--- src/rtl/addsub_seq.sv ---
// Multi-cycle n-bit adder/subtractor: one k-bit slice per clock, start/busy/done handshake.
// Latency n/k cycles after the accepting edge; start is ignored while busy (no queueing).
module addsub_seq #(
    parameter int n = 32,
    parameter int k = 8
) (
    input  logic         Clock,
    input  logic         Resetn,
    input  logic         start,
    input  logic         sub,
    input  logic         carryin,
    input  logic [n-1:0] X,
    input  logic [n-1:0] Y,
    output logic         busy,
    output logic         done,
    output logic [n-1:0] S,
    output logic         carryout,
    output logic         overflow
);

    localparam int SLICES = n / k;
    localparam int CW     = (SLICES > 1) ? $clog2(SLICES) : 1;
    localparam logic [CW-1:0] LAST = CW'(SLICES - 1);

    typedef enum logic {IDLE, RUN} state_t;

    state_t         state;
    state_t         state_nxt;
    logic [CW-1:0]  cnt;
    logic [n-1:0]   a;
    logic [n-1:0]   b;
    logic           c;
    logic           xm;
    logic           bm;
    logic [k:0]     sum;
    logic [n-1:0]   result;
    logic           last;
    logic           accept;

    assign sum    = {1'b0, a[k-1:0]} + {1'b0, b[k-1:0]} + {{k{1'b0}}, c};
    assign last   = (cnt == LAST);
    assign accept = (state == IDLE) && start;

    // P only needs the n-k bits of slices already produced; the newest slice completes it.
    generate
        if (k < n) begin : g_part
            logic [n-k-1:0] p;
            assign result = {sum[k-1:0], p};
            always_ff @(posedge Clock or negedge Resetn) begin
                if (!Resetn) begin
                    p <= '0;
                end else if (state == RUN) begin
                    p <= result[n-1:k];
                end
            end
        end else begin : g_full
            assign result = sum[k-1:0];
        end
    endgenerate

    always_ff @(posedge Clock or negedge Resetn) begin
        if (!Resetn) begin
            state <= IDLE;
        end else begin
            state <= state_nxt;
        end
    end

    always_comb begin
        state_nxt = state;
        case (state)
            IDLE:    if (start) state_nxt = RUN;
            RUN:     if (last)  state_nxt = IDLE;
            default: state_nxt = IDLE;
        endcase
    end

    always_comb begin
        busy = (state == RUN);
    end

    always_ff @(posedge Clock or negedge Resetn) begin
        if (!Resetn) begin
            cnt      <= '0;
            a        <= '0;
            b        <= '0;
            c        <= 1'b0;
            xm       <= 1'b0;
            bm       <= 1'b0;
            S        <= '0;
            carryout <= 1'b0;
            overflow <= 1'b0;
            done     <= 1'b0;
        end else begin
            done <= 1'b0;
            if (accept) begin
                a   <= X;
                b   <= sub ? ~Y : Y;
                c   <= sub | carryin;
                xm  <= X[n-1];
                bm  <= sub ? ~Y[n-1] : Y[n-1];
                cnt <= '0;
            end else if (state == RUN) begin
                a   <= a >> k;
                b   <= b >> k;
                c   <= sum[k];
                cnt <= last ? '0 : cnt + 1'b1;
                if (last) begin
                    S        <= result;
                    carryout <= sum[k];
                    overflow <= (xm & bm & ~result[n-1]) | (~xm & ~bm & result[n-1]);
                    done     <= 1'b1;
                end
            end
        end
    end

endmodule

--- config.mk ---
export PLATFORM = sky130hd
export DESIGN_NAME = addsub_seq
export DESIGN_NICKNAME = d
export VERILOG_FILES = /design/src/rtl/addsub_seq.sv
export SDC_FILE = /design/constraint.sdc
export NUM_CORES = 1
export LEC_CHECK = 0
export BUFFER_PORTS_ARGS = -buffer_cell sky130_fd_sc_hd__buf_2
export CORE_MARGIN = 8
export CORE_UTILIZATION = 34
export DETAILED_ROUTE_END_ITERATION = 7
export GPL_TIMING_DRIVEN = 0
export PLACE_DENSITY = 0.64
export SETUP_SLACK_MARGIN = 0.2
export SYNTH_ARGS = -nofsm -noshare
export SYNTH_HDL_FRONTEND = slang
export SYNTH_SLANG_ARGS = --single-unit
export TNS_END_PERCENT = 1
--- constraint.sdc ---
create_clock -name Clock -period 2.8 [get_ports Clock]
set_input_delay 0.14 -clock Clock [delete_from_list [all_inputs] [get_ports Clock]]
set_output_delay 0.14 -clock Clock [all_outputs]
set_load 0.01 [all_outputs]
After elaboration in Yosys (flattened, before gate mapping)
Index checks and enable logic that the tools add are counted.

Register bits: 129. Bits in writable memories: 0. Logic and storage cells: 49. ROM bits: 0. Memories: 0. Bits of input ports: 69. Bits in latches: 0. Output and inout port bits: 36.

Bitwise gates (word level): 13. Div/mod/pow operators: 0. Shifts and indexed selects: 0. Multiplexer cells: 17. $lt $le $gt $ge: 0. Eq/ne operators: 1. Add/sub/neg operators: 3. Reduce and logical (&&, ||, !) cells: 3. Multiply operators: 0.

Operator list (count): two-way mux 32 bit (5); inverter 32 bit (1); adder 8 x 8 -> 9 bit (1); adder 9 x 1 -> 9 bit (1); two-way mux 1 bit (8); two-way mux 2 bit (3); inverter 1 bit (6); AND 1 bit (4); AND reduction 3 bit (1); adder 2 x 1 -> 2 bit (second input constant) (1); == test 2 bit (second input constant) (1); OR 1 bit (2); case mux 1 bit (2 select lines) (1); nonzero test 2 bit (1); logical AND 1 bit (1).

Logic depth before layout (Yosys ltp)
Gate-level depths: netlist of the first run.

Depth after elaboration: 5. Depth in mapped cells: 7. Depth with buffers taken out: 7.

Worst setup path after synthesis of the first run
OpenSTA, ideal clock, no wires.

Path type: reg2reg. From: register a[0]. To: register S[30]. Arrival time: 2.130 ns. Setup time: 0.130 ns. Required time: 2.670 ns. Buffers on the path: 0. Stages on the path, launching flop included: 8. Clock period less this slack: 2.260 ns. Path slack: 0.540 ns. Path through: dfrtp_1 -> fa_1 -> fa_1 -> a21o_2 -> a21oi_1 -> o21bai_1 -> a211oi_1 -> o31ai_1.

Longest elaborated chain between the ends: 2.

Ends and longest elaborated chain: start: declaration (line 30) `logic [n-1:0] a;`; start signal: assignment (line 104) `a <= a >> k;`; adder 8 x 8 -> 9 bit (line 40) `assign sum = {1'b0, a[k-1:0]} + {1'b0, b[k-1:0]} + {{k{1'b0}}, c};`; adder 9 x 1 -> 9 bit (line 40); end signal: assignment (line 109) `S <= result;`; end: declaration (line 16) `output logic [n-1:0] S,`.

Every way passes these cells. A chain may end at the register's enable or synchronous reset.

Final worst setup path of the first run
From: register a[0]. To: register g_part.p[22].

Longest elaborated chain between the ends: 2.

Ends and longest elaborated chain: adder 8 x 8 -> 9 bit (line 40); adder 9 x 1 -> 9 bit (line 40); end signal: assignment (line 53) `p <= result[n-1:k];`; end: declaration (line 47) `logic [n-k-1:0] p;`.

Every way passes these cells.

==> results of run 1 <==
synthesized netlist by cell type (2+ instances only):
cell	instances
inv_1	3
a211oi_1	10
xnor2_1	36
clkbuf_1	21
mux2_2	23
buf_1	3
ha_1	8
nor2_1	25
dfrtp_1	129
a31oi_1	3
o21bai_1	2
nand2_1	166
a21o_2	2
o211a_1	2
mux2i_1	32
buf_2	12
o21ai_0	77
o21a_1	2
fa_1	2
a21oi_1	5
o211ai_1	2
o31ai_1	6
logic make-up (layout without fill, tap and decap cells):
logic type | count (synthesis) | count (layout) | share of synthesized area
and+or+nand+nor | 195 | 195 | 0.129
DFF | 129 | 129 | 0.554
AOI/OAI and AO/OA | 113 | 113 | 0.111
muxes | 55 | 55 | 0.0995
buffers and inverters | 40 | 183 | 0.0284
xor gates and xnor gates | 36 | 36 | 0.0542
adders and majority gates | 10 | 10 | 0.0241
power by group:
part           total [uW]  leakage [uW]  internal, uW  switching [uW]
clock network        2420      0.000306          1600             817
logic                2380       0.00162          1020            1360
registers            3100       0.00166          2620             480
total                7890       0.00359          5240            2650
metrics by stage:
stage / power (uW) / instance area, sq um
after global placement: 5410 / 6610
final: 7890 / 7390
after global routing: 8430 / 7390
after detailed placement: 5490 / 6650
after CTS: 7960 / 7380
after floorplan: 4590 / 5820
final cells by class:
cell class	instances	area, sq um	share of cell area
Sequential cell	129	3230	0.437
Timing Repair Buffer	111	624	0.0845
Buffer	36	150	0.0203
Multi-Input combinational cell	409	2440	0.330
Inverter	4	15.0	0.00203
Clock buffer	19	443	0.0600
Tap cell	225	282	0.0381
Clock inverter	13	208	0.0281
sequential cells by signal (all words and copies together) (netlist names):
signal and count:
S 32, a 32, b 32, bm 1, busy 1, c 1, carryout 1, cnt 2
done 1, g_part.p 24, overflow 1, xm 1
per-layer routing:
metal	up-vias	GRT usage
met5	-	0
met4	4	0.0505
met3	18	0.0535
met2	126	0.209
met1	2151	0.182
li1	2200	-
critical path: stages (launching register included):
cell and delay [ps]:
dfrtp_1 390, fa_1 480, fa_1 430, a21o_2 240
a21oi_2 190, o21ai_0 140, o211a_1 170, o31ai_1 240
path summary, 6_finish.rpt:
kind                         from            to  slack [ps]  cells after the start
max                          a[0]  g_part.p[22]         420                      7
min                         Y[30]         b[30]          20                      3
max reg2reg                  a[0]  g_part.p[22]         420                      7
min reg2reg                 S[10]         S[10]         460                      2
max in group asynchronous  Resetn         b[25]        1810                      3
min in group asynchronous  Resetn         S[12]         250                      2
timing repair:
action | CTS | global route
hold buffers | 8 | 0
endpoints found under the hold margin | 60 | 0
endpoints found under the setup margin | 0 | 2
gates resized for setup | 0 | 2
==> impl_metrics.yaml, run 1 <==
run_status:
  status: "completed"
global_route:
  grt_overflow_total: 0
  grt_pass1_wl_um: 23900
  grt_max_degree: 77
  grt_usage: 0.140
  grt_pass1_vias: 4578
  antenna_found_initial: 2
detailed_routing:
  first_pass_iters: 5
  via_count: 4499
  wl_per_cell_um: 15.3
  via_per_inst: 4.76
  dr.first_iter.drc_count: 287
  wl_met1_um: 6870
  wl_um: 14500
  top_layer: "met5"
  route.met3.wl_um: 1010
  ant_nets: 0
  met2_length_um: 6440
  route.detailed.drc: 0
synthesis:
  syn_area_per_cell_sq_um: 10.1
  synth_area_leaders: "dfrtp_1 55%, nand2_1 11%, o21ai_0 6.6%"
  synth-seq-cells: 129
  syn_inst: 578
  ys_seq_area_frac: 0.554
  ys.flop_type: "dfrtp_1"
  yosys_warnings: 0
  synth_cell_type_count: 29
  synth_edf_count: 0
  syn-cell-area_sq_um: 5820
  yosysTopAreaCell: "dfrtp_1"
  async_flop_share: 1.00
  synth_top_area_frac: 0.554
  syn-num-nets: 657
final_layout:
  fin_cells: 946
  num-nets-final: 787
  drive_above_1_share: 0.241
  diodes: 0
  utilization: 0.435
  final_common_cell: "nand2_1"
  layout_common_cells: "166 x nand2_1, 129 x dfrtp_1, 113 x buf_2"
  n_fill_cell: 1645
  area_growth_pct: 26.9
placed_design:
  place_inst: 906
  dp_hpwl_um: 10600
  place_congestion: 0.824
  port_buffers: 102
  pre_cts_ws_ps: 333
cts:
  clockRootBuffer: "clkbuf_16"
  cts.htree.levels: 4
  cts.sinks: 129
  clock_path_buffers: 2
  cts_buffers: 17
  clk_pin_slew_ps: 60
  post_cts_buffers: 0
  worst_skew_pair.late_latency_ps: 410
  cts_tree: "built"
critical_path:
  arrival_ps: 2690
  cp.required_ps: 3110
  start_kind: "flip-flop"
  endpoint_kind: "flip-flop"
  crit_type: "reg -> reg"
  crit_path_max_fanout: 3
sta:
  skew_ps: 5.46
  timing.hold.ws_ps: 16.2
  final_max_slew_viol_count: 0
  setup_ws_ps: 422
  max_freq_mhz: 421
  setup-tns-final_ps: 0
  min_period_over_period: 0.849
  rsz0062_at_grt: "no"
  relSlewSlack: 0.605
  setup_viol: 0
  finalHoldViolCount: 0
  tightest_slew_ps: 593
  finalWorstPathRequiredPeriod_ps: 2380
floorplan:
  start_util: 0.343
  io_pins: 105
  num_rows: 48
  dieHeight_um: 147
  die_area_sq_um: 21600
  die_x_um: 147
  core-area_sq_um: 17000
hold_path:
  hp-class: "in -> reg"
power:
  peakVddDrop_mv: 0.557
  power_leakage_uw: 0.00359
  cellPowerDensity_nw_per_um2: 1070
run:
  max_cap_violations: 0
(Power assumes the default switching activity.)
==> inputs of run 2 (changes only) <==
Clock period 2.8 ns to 2.3 ns, I/O delays scaled along.
==> run 2 against run 1 <==
Net effect: first-iteration DRC count decreased by 15%; largest cell class unchanged; hold slack worse by 0.79 ps; wire length grew 0.49%; core utilization increased by 1.1 points; critical endpoint is now g_part.p[20]; cell area up 2.4%.
==> impl_metrics.yaml, run 2 (synthesis gave the netlist of run 1 again) <==
run_status:
  status: "completed"
detailed_routing:
  first_pass_iters: 5
  via_count: 4546
  dr.first_iter.drc_count: 245
  ant_nets: 0
  wl_um: 14600
  route.met3.wl_um: 869
  wl_met1_um: 6790
  via_per_inst: 4.69
  top_layer: "met4"
  met2_length_um: 6720
  route.detailed.drc: 0
  wl_per_cell_um: 15.1
hold_path:
  hp-class: "in -> reg"
placed_design:
  place_inst: 906
  place_congestion: 0.813
  port_buffers: 102
  pre_cts_ws_ps: 46.9
  dp_hpwl_um: 10600
critical_path:
  endpoint_kind: "flip-flop"
  arrival_ps: 2480
  critPathSlowestCell: "dfrtp_1"
  cp.required_ps: 2590
  start_kind: "flip-flop"
  crit_type: "reg -> reg"
  path_common_cell: "fa_2"
  path_cells: "fa_2 -> fa_2 -> a21o_2 -> a21oi_4 -> buf_4 -> xnor2_1 -> mux2_2"
  crit_path_max_fanout: 3
  max_stage_delay_ps: 430
cts:
  worst_skew_pair.late_latency_ps: 410
  cts.sinks: 129
  clk_pin_slew_ps: 60
  cts_buffers: 17
  cts.htree.levels: 4
  clockRootBuffer: "clkbuf_16"
  clock_path_buffers: 2
  cts_tree: "built"
final_layout:
  area_growth_pct: 30.0
  final_common_cell: "nand2_1"
  reg_top3: "S: 32 flops, a: 32 flops, b: 32 flops"
  fin_cells: 969
  num-nets-final: 810
  layout_common_cells: "166 x nand2_1, 129 x dfrtp_1, 113 x buf_2"
  drive_above_1_share: 0.241
power:
  seqPwrFrac: 0.401
  sw_frac_of_total: 0.340
  internal_power_uw: 6200
  peakVddDrop_mv: 0.686
  pwr-share-comb: 0.315
  cellPowerDensity_nw_per_um2: 1240
  clockPowerShare: 0.285
  power_leakage_uw: 0.00367
  switchingPower_uw: 3200
run:
  max_cap_violations: 0
floorplan:
  die_x_um: 147
  core-area_sq_um: 17000
  dieHeight_um: 147
  start_util: 0.343
  num_rows: 48
  io_pins: 105
  die_area_sq_um: 21600
global_route:
  grt_max_degree: 76
  grt_pass1_vias: 4559
  grt_pass1_wl_um: 24200
  grt_overflow_total: 0
  grt_usage: 0.139
  antenna_found_initial: 0
sta:
  finalHoldViolCount: 0
  tightest_slew_ps: 695
  skew_ps: 7.58
  final_max_slew_viol_count: 0
  min_period_over_period: 0.953
  max_freq_mhz: 456
  relSlewSlack: 0.536
  setup_viol: 0
  rsz0062_at_grt: "yes"
  setup_ws_ps: 109
  finalWorstPathRequiredPeriod_ps: 2190
-- run 2: area by class of cell --
type | instances | area [sq um]
Sequential cell | 129 | 3230
Inverter | 4 | 15.0
Multi-Input combinational cell | 409 | 2450
Clock inverter | 11 | 139
Antenna cell | 1 | 2.50
Clock buffer | 20 | 447
Tap cell | 225 | 282
Buffer | 36 | 151
Fill cell | 1622 | 9430
Timing Repair Buffer | 134 | 847
-- run 2: worst max-delay path, delay by kind of cell, from the launching register on --
kind	cells	cell delay [ps]
xor+xnor	1	70
buf+inv	1	140
flops	1	430
compound gates	2	400
fa+ha+maj	2	770
mux	1	270
-- run 2: power by group through the flow --
stage / registers (uW) / logic [uW] / clock network, uW
5_1_grt: 3880 / 3350 / 2830
3_5_place_dp: 3800 / 2900 / 0
2_1_floorplan: 3740 / 1870 / 0
3_3_place_gp: 3780 / 2830 / 0
4_1_cts: 3760 / 2990 / 2720
6_report: 3770 / 2960 / 2680
-- run 2: timing repair --
action                                  in CTS  in global routing
pin swaps                                    7                  6
resized for setup                            3                  2
cloned                                       0                  0
buffers inserted                             1                  2
hold buffers                                28                  0
endpoints found under the setup margin       6                 16
hold endpoints to repair                   102                  0
-- run 2: final timing paths --
| check | startpoint | end | depth (start not counted) | slack [ps] |
|---|---|---|---|---|
| min reg2reg | g_part.p[6] | S[6] | 2 | 460 |
| max | b[0] | g_part.p[20] | 7 | 110 |
| max in group asynchronous | Resetn | b[1] | 3 | 1290 |
| max reg2reg | b[0] | g_part.p[20] | 7 | 110 |
| min in group asynchronous | Resetn | S[4] | 2 | 300 |
| min | X[18] | a[18] | 3 | 20 |
-- run 2: through the flow --
step | hold WS, ps | setup TNS, ps | instance area [sq um] | util | power (uW)
floorplan | -181 | 0 | 5840 | - | 5610
global placement | 357 | -79550 | 6630 | 0.390 | 6600
detailed placement | 192 | 0 | 6660 | 0.392 | 6690
CTS | 0.150 | 0 | 7550 | 0.444 | 9470
global route | 7.02 | 0 | 7560 | 0.445 | 10100
finish | 15.4 | 0 | 7570 | 0.445 | 9400
-- run 2: routing by layer --
metal	vias up	GRT usage
met1	2170	0.178
met2	110	0.215
met3	13	0.0508
met5	-	0
li1	2253	-
met4	0	0.0479
==> inputs of run 3 (changes only) <==
Settings changed: CORE_UTILIZATION 34 to 45, PLACE_DENSITY 0.64 to 0.78.
Clock period 2.3 ns to 2.2 ns, I/O delays scaled along.
==> run 3 against run 2 <==
Net effect: critical path depth stayed put; flip-flop and latch count stayed put; sequential share of layout area is 0.37 points higher; via count is 4.0% higher; combinational power is 6% higher; non-clock buffer count is 8 lower; critical endpoint is now g_part.p[22]; largest power group unchanged.
==> impl_metrics.yaml, run 3 (synthesis gave the netlist of run 1 again) <==
global_route:
  met2_usage: 0.322
  met3_usage: 0.0583
  use_met1: 0.223
  grt_usage: 0.189
  grt_pass1_wl_um: 24800
  top_usage_layer: "met2"
  grt_max_degree: 72
  grt_pass1_vias: 4971
  grt_overflow_total: 0
  antenna_found_initial: 0
cts:
  cts_buffers: 17
  clk_pin_slew_ps: 50
  clock_path_buffers: 2
  cts_tree: "built"
  post_cts_buffers: 0
  cts.htree.levels: 4
  clockRootBuffer: "clkbuf_16"
  worst_skew_pair.late_latency_ps: 420
  cts.sinks: 129
sta:
  setup-tns-final_ps: 0
  min_period_over_period: 0.985
  finalHoldViolCount: 0
  skew_ps: 5.68
  tightest_slew_ps: 558
  relSlewSlack: 0.628
  setup_viol: 0
  finalWorstPathRequiredPeriod_ps: 2170
  max_freq_mhz: 461
  final_max_slew_viol_count: 0
  rsz0062_at_grt: "yes"
floorplan:
  die_x_um: 130
  die_area_sq_um: 16800
  num_rows: 41
  start_util: 0.461
  core-area_sq_um: 12600
  dieHeight_um: 130
  io_pins: 105
critical_path:
  max_stage_delay_ps: 430
  endpoint_kind: "flip-flop"
  cp.required_ps: 2490
  r2r_slack_ps: 30
  cp-startpoint: "a[0]"
  critPathTopFamily: "compound AO/OA/AOI/OAI gates"
  crit_type: "reg -> reg"
  r2r_start: "a[0]"
  rr_endpoint: "g_part.p[22]"
  critPathSlowestCell: "fa_2"
  path_common_cell: "fa_2"
  crit_buf_inv: 0
  arrival_ps: 2460
  reg2reg_depth: 7
  path_cells: "fa_2 -> fa_2 -> a21o_2 -> a21oi_4 -> o21bai_1 -> a211oi_2 -> o31ai_1"
  crit_path_max_fanout: 3
  start_kind: "flip-flop"
final_layout:
  diodes: 0
  drive_above_1_share: 0.246
  area_growth_pct: 28.8
  layout_common_cells: "165 x nand2_1, 129 x dfrtp_1, 113 x buf_2"
  final_common_cell: "nand2_1"
  num-nets-final: 802
  reg_top3: "S: 32 flops, a: 32 flops, b: 32 flops"
detailed_routing:
  first_pass_iters: 4
  ant_nets: 0
  via_per_inst: 5.21
  route.detailed.drc: 0
  via_count: 4730
  wl_per_cell_um: 16.5
  dr.first_iter.drc_count: 267
  wl_um: 14900
run_status:
  status: "completed"
hold_path:
  min_path_cells: 3
  hp-class: "in -> reg"
  hp-start: "Y[24]"
  whs_endpoint: "b[24]"
power:
  p_total_uw: 10200
  peakVddDrop_mv: 0.653
  cellPowerDensity_nw_per_um2: 1360
  power_leakage_uw: 0.00368
placed_design:
  place_congestion: 0.852
  port_buffers: 102
  dp_hpwl_um: 10700
run:
  max_cap_violations: 0
[run 3: changes by cell type in the layout (fill, tap and decap cells not counted), moves of 2 or more]
cell	change
buf_4	-3
clkbuf_1	-2
bufinv_16	+2
dlygate4sd3_1	-5
clkbuf_8	+2
[run 3: per-layer routing]
metal | part of all wire | vias to the layer above
met4 | 0.014 | 0
met3 | 0.069 | 23
li1 | - | 2235
met5 | 0 | -
met2 | 0.50 | 161
met1 | 0.42 | 2311
[run 3: timing repair]
item,CTS,global route
pin swaps,1,4
endpoints found under the hold margin,81,0
hold buffers,23,0
resized for setup,2,6
setup endpoints to repair,16,54
[run 3: worst max path at each step]
stage | endpoint | slack, ps | cells past startpoint
2_1_floorplan | S[30] | 160 | 7
3_3_place_gp | b[26] | -510 | 1
3_5_place_dp | S[30] | -2 | 7
4_1_cts | S[30] | 2 | 7
5_1_grt | S[30] | -70 | 7
6_report | g_part.p[22] | 30 | 7
[run 3: per-stage QoR]
stage | hold WS (ps) | area, sq um | utilization | std cells | setup slack, ps
after floorplan | -186 | 5840 | - | 578 | 162
after global placement | 356 | 6560 | 0.520 | 852 | -510
after detailed placement | 110 | 6600 | 0.523 | 853 | -2.46
after CTS | 0.350 | 7490 | 0.594 | 908 | 2.10
after global routing | 19.8 | 7500 | 0.594 | 908 | -68.5
final | 3.97 | 7500 | 0.594 | 908 | 33.0
[run 3: layout make-up]
type                    count  area (sq um)
plain buffers              36           153
clock buffers              21           470
clock inverters            11           183
fillers                  1056          5120
inverters                   4          15.0
multi-input cells         409          2460
flip-flops and latches    129          3230
well taps                 172           215
repair buffers            126           774
[run 3: where the power goes]
part	internal, uW	total [uW]	switching, uW	leakage, uW
logic	1340	3140	1800	0.00169
registers	3330	3950	622	0.00166
clock network	2090	3070	986	0.000323
[run 3: worst reg2reg max path, delay by kind of cell (launching register included)]
family / cells / cell delay (ps)
AOI/OAI and AO/OA: 5 / 830
adders and majority gates: 2 / 800
DFF: 1 / 400
